--- config.mk ---
export PLATFORM = sky130hd
export DESIGN_NAME = serial_adder_flat
export DESIGN_NICKNAME = d
export VERILOG_FILES = /design/src/rtl/serial_adder_if.sv /design/src/rtl/serial_adder.sv /design/src/flat_wrapper.sv
export SDC_FILE = /design/constraint.sdc
export NUM_CORES = 1
export LEC_CHECK = 0
export CELL_PAD_IN_SITES_DETAIL_PLACEMENT = 0
export CELL_PAD_IN_SITES_GLOBAL_PLACEMENT = 1
export CORE_MARGIN = 5
export CORE_UTILIZATION = 32
export DETAILED_ROUTE_END_ITERATION = 8
export GPL_TIMING_DRIVEN = 0
export PLACE_DENSITY = 0.67
export SETUP_SLACK_MARGIN = 0.3
export SLEW_MARGIN = 30
export SYNTH_ARGS = -nofsm -noshare
export SYNTH_HDL_FRONTEND = slang
export SYNTH_SLANG_ARGS = --single-unit
--- constraint.sdc ---
create_clock -name clk -period 1.8 [get_ports clk]
set_input_delay 0.36 -clock clk [delete_from_list [all_inputs] [get_ports clk]]
set_output_delay 0.36 -clock clk [all_outputs]
set_load 0.005 [all_outputs]
--- src/rtl/serial_adder_if.sv ---
// Bus bundle for serial_adder: operands and mode go in, status and results come out.
// The master drives the request side; the slave (the adder) drives the result side.
interface serial_adder_if #(
    parameter int WIDTH = 8
);
    logic             start;
    logic             sub;
    logic [WIDTH-1:0] a;
    logic [WIDTH-1:0] b;
    logic             ci;
    logic             busy;
    logic             done;
    logic [WIDTH-1:0] s;
    logic             co;
    logic             ovf;

    modport master (
        output start, sub, a, b, ci,
        input  busy, done, s, co, ovf
    );

    modport slave (
        input  start, sub, a, b, ci,
        output busy, done, s, co, ovf
    );
endinterface

--- src/rtl/serial_adder.sv ---
// Bit-serial adder/subtractor: one full-adder stage plus a carry flop, LSB first.
// An operation takes WIDTH ADD cycles followed by a single DONE cycle. Subtraction
// is a + ~b + ~borrow_in, so co=1 means "no borrow". All outputs come from flops.
module serial_adder #(
    parameter int WIDTH = 8
) (
    input  logic           clk,
    input  logic           rst_n,
    serial_adder_if.slave  bus
);

    localparam int                CNT_W    = (WIDTH > 1) ? $clog2(WIDTH) : 1;
    localparam logic [CNT_W-1:0] LAST_BIT = CNT_W'(WIDTH - 1);

    typedef enum logic [1:0] {
        IDLE = 2'd0,
        ADD  = 2'd1,
        DONE = 2'd2
    } state_t;

    // Full-adder sum bit.
    function automatic logic fa_sum(input logic x, input logic y, input logic c);
        return x ^ y ^ c;
    endfunction

    // Full-adder carry: majority of the three inputs.
    function automatic logic fa_carry(input logic x, input logic y, input logic c);
        return (x & y) | (x & c) | (y & c);
    endfunction

    state_t             state_q, state_d;
    logic [WIDTH-1:0]   a_sr_q, a_sr_d;
    logic [WIDTH-1:0]   b_sr_q, b_sr_d;
    // Holds the WIDTH-1 low result bits; the last bit goes straight into s.
    logic [WIDTH-2:0]   res_q, res_d;
    logic               carry_q, carry_d;
    logic [CNT_W-1:0]   cnt_q, cnt_d;
    logic               busy_q, busy_d;
    logic               done_q, done_d;
    logic [WIDTH-1:0]   s_q, s_d;
    logic               co_q, co_d;
    logic               ovf_q, ovf_d;

    logic               sum_bit_s;
    logic               carry_out_s;

    // Single full-adder stage working on the current LSBs and the stored carry.
    always_comb begin
        sum_bit_s   = fa_sum(a_sr_q[0], b_sr_q[0], carry_q);
        carry_out_s = fa_carry(a_sr_q[0], b_sr_q[0], carry_q);
    end

    // Next-state, datapath and output-register update logic.
    always_comb begin
        state_d = state_q;
        a_sr_d  = a_sr_q;
        b_sr_d  = b_sr_q;
        res_d   = res_q;
        carry_d = carry_q;
        cnt_d   = cnt_q;
        s_d     = s_q;
        co_d    = co_q;
        ovf_d   = ovf_q;

        case (state_q)
            IDLE: begin
                if (bus.start) begin
                    state_d = ADD;
                    a_sr_d  = bus.a;
                    // Subtract by adding the one's complement with inverted borrow-in.
                    b_sr_d  = bus.sub ? ~bus.b : bus.b;
                    carry_d = bus.ci ^ bus.sub;
                    cnt_d   = '0;
                    res_d   = '0;
                end else begin
                    state_d = IDLE;
                end
            end

            ADD: begin
                a_sr_d  = {1'b0, a_sr_q[WIDTH-1:1]};
                b_sr_d  = {1'b0, b_sr_q[WIDTH-1:1]};
                res_d   = (WIDTH-1)'({sum_bit_s, res_q} >> 1);
                carry_d = carry_out_s;
                if (cnt_q == LAST_BIT) begin
                    // MSB edge: publish the result; carry_q is the carry into the MSB.
                    state_d = DONE;
                    s_d     = {sum_bit_s, res_q};
                    co_d    = carry_out_s;
                    ovf_d   = carry_q ^ carry_out_s;
                end else begin
                    state_d = ADD;
                    cnt_d   = cnt_q + CNT_W'(1);
                end
            end

            DONE: begin
                // start is deliberately ignored here; a new request is taken in IDLE.
                state_d = IDLE;
            end

            default: begin
                state_d = IDLE;
            end
        endcase

        // Status flags are registered versions of the next state.
        busy_d = (state_d != IDLE);
        done_d = (state_d == DONE);
    end

    // State, datapath and output registers with asynchronous active-low clear.
    always_ff @(posedge clk or negedge rst_n) begin
        if (!rst_n) begin
            state_q <= IDLE;
            a_sr_q  <= '0;
            b_sr_q  <= '0;
            res_q   <= '0;
            carry_q <= 1'b0;
            cnt_q   <= '0;
            busy_q  <= 1'b0;
            done_q  <= 1'b0;
            s_q     <= '0;
            co_q    <= 1'b0;
            ovf_q   <= 1'b0;
        end else begin
            state_q <= state_d;
            a_sr_q  <= a_sr_d;
            b_sr_q  <= b_sr_d;
            res_q   <= res_d;
            carry_q <= carry_d;
            cnt_q   <= cnt_d;
            busy_q  <= busy_d;
            done_q  <= done_d;
            s_q     <= s_d;
            co_q    <= co_d;
            ovf_q   <= ovf_d;
        end
    end

    assign bus.busy = busy_q;
    assign bus.done = done_q;
    assign bus.s    = s_q;
    assign bus.co   = co_q;
    assign bus.ovf  = ovf_q;

endmodule
--- src/flat_wrapper.sv ---
// flat-port wrapper written by rule: the top's interface ports become plain ports
module serial_adder_flat 
#(
    parameter int WIDTH = 8
)
  (clk, rst_n, bus_start, bus_sub, bus_a, bus_b, bus_ci, bus_busy, bus_done, bus_s, bus_co, bus_ovf);
  serial_adder_if #(.WIDTH(WIDTH)) bus_i ();
  input  logic clk;
  input  logic rst_n;
  input wire logic [$bits(bus_i.start)-1:0] bus_start;
  input wire logic [$bits(bus_i.sub)-1:0] bus_sub;
  input wire logic [$bits(bus_i.a)-1:0] bus_a;
  input wire logic [$bits(bus_i.b)-1:0] bus_b;
  input wire logic [$bits(bus_i.ci)-1:0] bus_ci;
  output wire logic [$bits(bus_i.busy)-1:0] bus_busy;
  output wire logic [$bits(bus_i.done)-1:0] bus_done;
  output wire logic [$bits(bus_i.s)-1:0] bus_s;
  output wire logic [$bits(bus_i.co)-1:0] bus_co;
  output wire logic [$bits(bus_i.ovf)-1:0] bus_ovf;
  assign bus_i.start = bus_start;
  assign bus_i.sub = bus_sub;
  assign bus_i.a = bus_a;
  assign bus_i.b = bus_b;
  assign bus_i.ci = bus_ci;
  assign bus_busy = bus_i.busy;
  assign bus_done = bus_i.done;
  assign bus_s = bus_i.s;
  assign bus_co = bus_i.co;
  assign bus_ovf = bus_i.ovf;
  serial_adder #(.WIDTH(WIDTH)) u_core (.clk(clk), .rst_n(rst_n), .bus(bus_i));
endmodule
==> flow_summary.ini <==
[route]
via_per_inst = 4.66
drc = 0
dr.pass1.iters = 5
routed_wl_mm = 3.41
postRouteAntennaNets = 0
drt_iter0_drc = 52
vias = 1229
wl_per_cell_um = 12.9

[min_path]
hold_start = u_core.bus.ovf$_DFFE_PN0P_
whs_endpoint = u_core.bus.ovf$_DFFE_PN0P_
worstHoldPathType = flip-flop to flip-flop
worst_hold_path.num_cells = 2

[power_and_ir_drop]
clkPwrFrac_pct = 16.2
p_leak_nw = 1.22
power.total_mw = 3.45
power.internal_mw = 2.35
sw_frac_of_total_pct = 31.8
p_per_area_nw_per_um2 = 1440
comb_power_share_pct = 39.1
ir_drop_mv = 0.434
power.share.sequential_pct = 44.7
switchingPower_mw = 1.10

[worst_setup_path]
cp-start-kind = flip-flop
timing.rr.end = u_core.bus.s[4]$_DFFE_PN0P_
slowest_stage = dfrtp_1
critPathKind = flip-flop to flip-flop
ff2ff_setup_slack_ns = 0.31
critPathMaxStageDelay_ns = 0.39
crit_buf_inv = 1
r2r-start = u_core.cnt_q[0]$_DFFE_PN0P_
cp.arrival_ns = 1.66
worst_setup_path_end_kind = flip-flop
cp.required_ns = 1.97
crit_chain = ha_2 -> ha_4 -> nand3b_1 -> buf_6 -> mux2_2
critPathTopFamily = flip-flops
path_max_fanout = 10
worst-r2r-cell-count = 5

[synthesis]
syn_nets = 171
ys.flop_type = dfrtp_1
ys_seq_area_share_pct = 56.7
postSynth.asyncResetShare_pct = 100
yosysTopAreaCellShare_pct = 56.7
syn_inst = 147
ys_top_cells_by_count = dfrtp_1 (41), nand2_1 (18), mux2i_1 (17), o21ai_0 (15)
netlist-cell-type-count = 26
synth.most_common_cell = dfrtp_1
netlist_area_um2 = 1810
synth_warnings = 0
avgSynthCellArea_um2 = 12.3
yosysTopAreaCell = dfrtp_1
ys_ff_latch = 41
synth_edf_count = 0
synth_area_leaders = dfrtp_1 (57%), mux2i_1 (9.4%), mux2_2 (5.6%)

[placement]
pre_cts_slack_ns = -0.0345
dp.cells = 251
portBuffers = 31
place_congestion = 0.694
dp_hpwl_mm = 2.51

[clock_network]
cts_made_buffers = 5
clk_latency_ns = 0.28
cts_tree = done
clock-root-buffer = clkbuf_8
clk_path_buf_depth = 2
cts_max_level = 2
cts.sinks = 41
clk_pin_slew_ns = 0.07

[floorplan]
io_pins = 33
initial_core_util_pct = 32.8
die_w_um = 85.2
core_area_um2 = 5510
die_area_um2 = 7250
rows = 27
die_y_um = 85.2

[timing]
relSlewSlack_pct = 78.8
finalHoldViolCount = 0
setup_tns_ns = 0
setup_violations = 0
slew_violations = 0
rsz0062_at_grt = true
post-route-period-util_pct = 82.9
fmax_mhz = 670
whs_ns = 0.482
min_period_ns = 1.49
worst_pin_slew_ns = 0.318
setup_ws_ns = 0.308
fin_skew_ns = 0.00197

[global_routing]
grt_pass1_vias = 1322
grt_usage_pct = 10.3
grt_pass1_wl_mm = 6.13
antenna_found_initial = 0
grt-ovfl-total = 0
grt_max_degree = 29

[finish]
area_growth_pct = 32.1
drive_above_1_share_pct = 17.7
diodes = 0
stdcell_count = 264
fill_cells = 526
nets = 215

[flow_run]
drv_cap = 0

[status]
status = finished, final reports clean
-- worst register-to-register path, cell delays in order (launching register included) --
cell and delay (ns):
dfrtp_1 0.39, ha_2 0.20, ha_4 0.16, nand3b_1 0.12, buf_6 0.16, mux2_2 0.34
-- state kept, by name, summed over array words and instances (netlist names) --
register	cells
u_core.a_sr_q	8
u_core.b_sr_q	8
u_core.bus.s	8
u_core.res_q	7
u_core.cnt_q	3
u_core.state_q	2
u_core.bus.busy	1
u_core.bus.co	1
u_core.bus.done	1
u_core.bus.ovf	1
u_core.carry_q	1
-- how the worst max path moves through the flow --
stage          depth (start not counted)                        start                      endpoint  slack, ns
2_1_floorplan                          4  u_core.cnt_q[1]$_DFFE_PN0P_   u_core.cnt_q[0]$_DFFE_PN0P_       0.30
3_3_place_gp                           1                        rst_n  u_core.b_sr_q[4]$_DFFE_PN0P_      -0.62
3_5_place_dp                           4                    bus_start  u_core.b_sr_q[5]$_DFFE_PN0P_      -0.03
4_1_cts                                1  u_core.bus.s[2]$_DFFE_PN0P_                      bus_s[2]       0.30
5_1_grt                                5  u_core.cnt_q[0]$_DFFE_PN0P_   u_core.cnt_q[2]$_DFFE_PN0P_       0.23
6_report                               5  u_core.cnt_q[0]$_DFFE_PN0P_   u_core.bus.s[4]$_DFFE_PN0P_       0.31
-- metrics by stage --
| stage | util, % | area (µm²) |
|---|---|---|
| floorplan | - | 1820 |
| global placement | 40.2 | 2220 |
| detailed placement | 40.5 | 2230 |
| CTS | 42.8 | 2350 |
| global route | 43.4 | 2390 |
| finish | 43.4 | 2390 |
-- layout by cell type (no fill, tap or decap), types with 2 or more instances in the layout --
| cell | Yosys | layout |
|---|---|---|
| o21ai_1 | 2 | 3 |
| dlygate4sd2_1 | 0 | 6 |
| xor2_1 | 9 | 9 |
| dfrtp_1 | 41 | 41 |
| mux2i_1 | 17 | 17 |
| inv_1 | 6 | 6 |
| buf_4 | 1 | 4 |
| o21ai_0 | 15 | 14 |
| dlymetal6s2s_1 | 0 | 5 |
| clkbuf_1 | 3 | 3 |
| clkdlybuf4s50_1 | 0 | 19 |
| buf_6 | 1 | 3 |
| buf_2 | 2 | 2 |
| a22o_1 | 9 | 9 |
| mux2_2 | 9 | 9 |
| clkbuf_8 | 0 | 5 |
| nand2_1 | 18 | 18 |
| clkbuf_2 | 1 | 4 |
-- layout make-up --
| class | count | area (µm²) | area share, % |
|---|---|---|---|
| well taps | 72 | 90.1 | 3.77 |
| repair buffers | 37 | 374 | 15.7 |
| plain buffers | 9 | 70.1 | 2.93 |
| flip-flops and latches | 41 | 1030 | 43.0 |
| multi-input cells | 91 | 726 | 30.4 |
| clock buffers | 8 | 80.1 | 3.35 |
| inverters | 6 | 22.5 | 0.943 |
-- logic make-up (layout without fill, tap and decap cells) --
group	after synthesis	in the layout	share of synthesized area (%)
and+or+nand+nor	24	24	6.37
muxes	26	26	15.0
buffers and inverters	15	60	4.57
adders and majority gates	3	3	2.49
xor gates and xnor gates	10	10	4.84
DFF	41	41	56.7
AOI/OAI and AO/OA	28	28	9.97
-- layer usage --
layer	wire length (µm)	up-vias	track usage [%]
met5	0	-	0
met4	15	0	2.59
met3	196	2	2.82
met2	1640	36	17.1
met1	1560	601	13.2
li1	-	590	-
-- repair_timing --
item	in CTS	in global routing
endpoints found under the hold margin	13	0
hold buffers	1	0
endpoints found under the setup margin	17	31
pin swaps	2	0
gates resized for setup	11	10
buffers inserted	2	2
-- power groups by stage --
stage               Clock (mW)  Sequential (mW)  Combinational, mW
floorplan                    0             1.51              0.894
global placement             0             1.54               1.31
detailed placement           0             1.57               1.35
CTS                      0.587             1.55               1.37
global route             0.630             1.60               1.53
finish                   0.560             1.54               1.35
No activity file was read; power rests on OpenSTA's default activity.
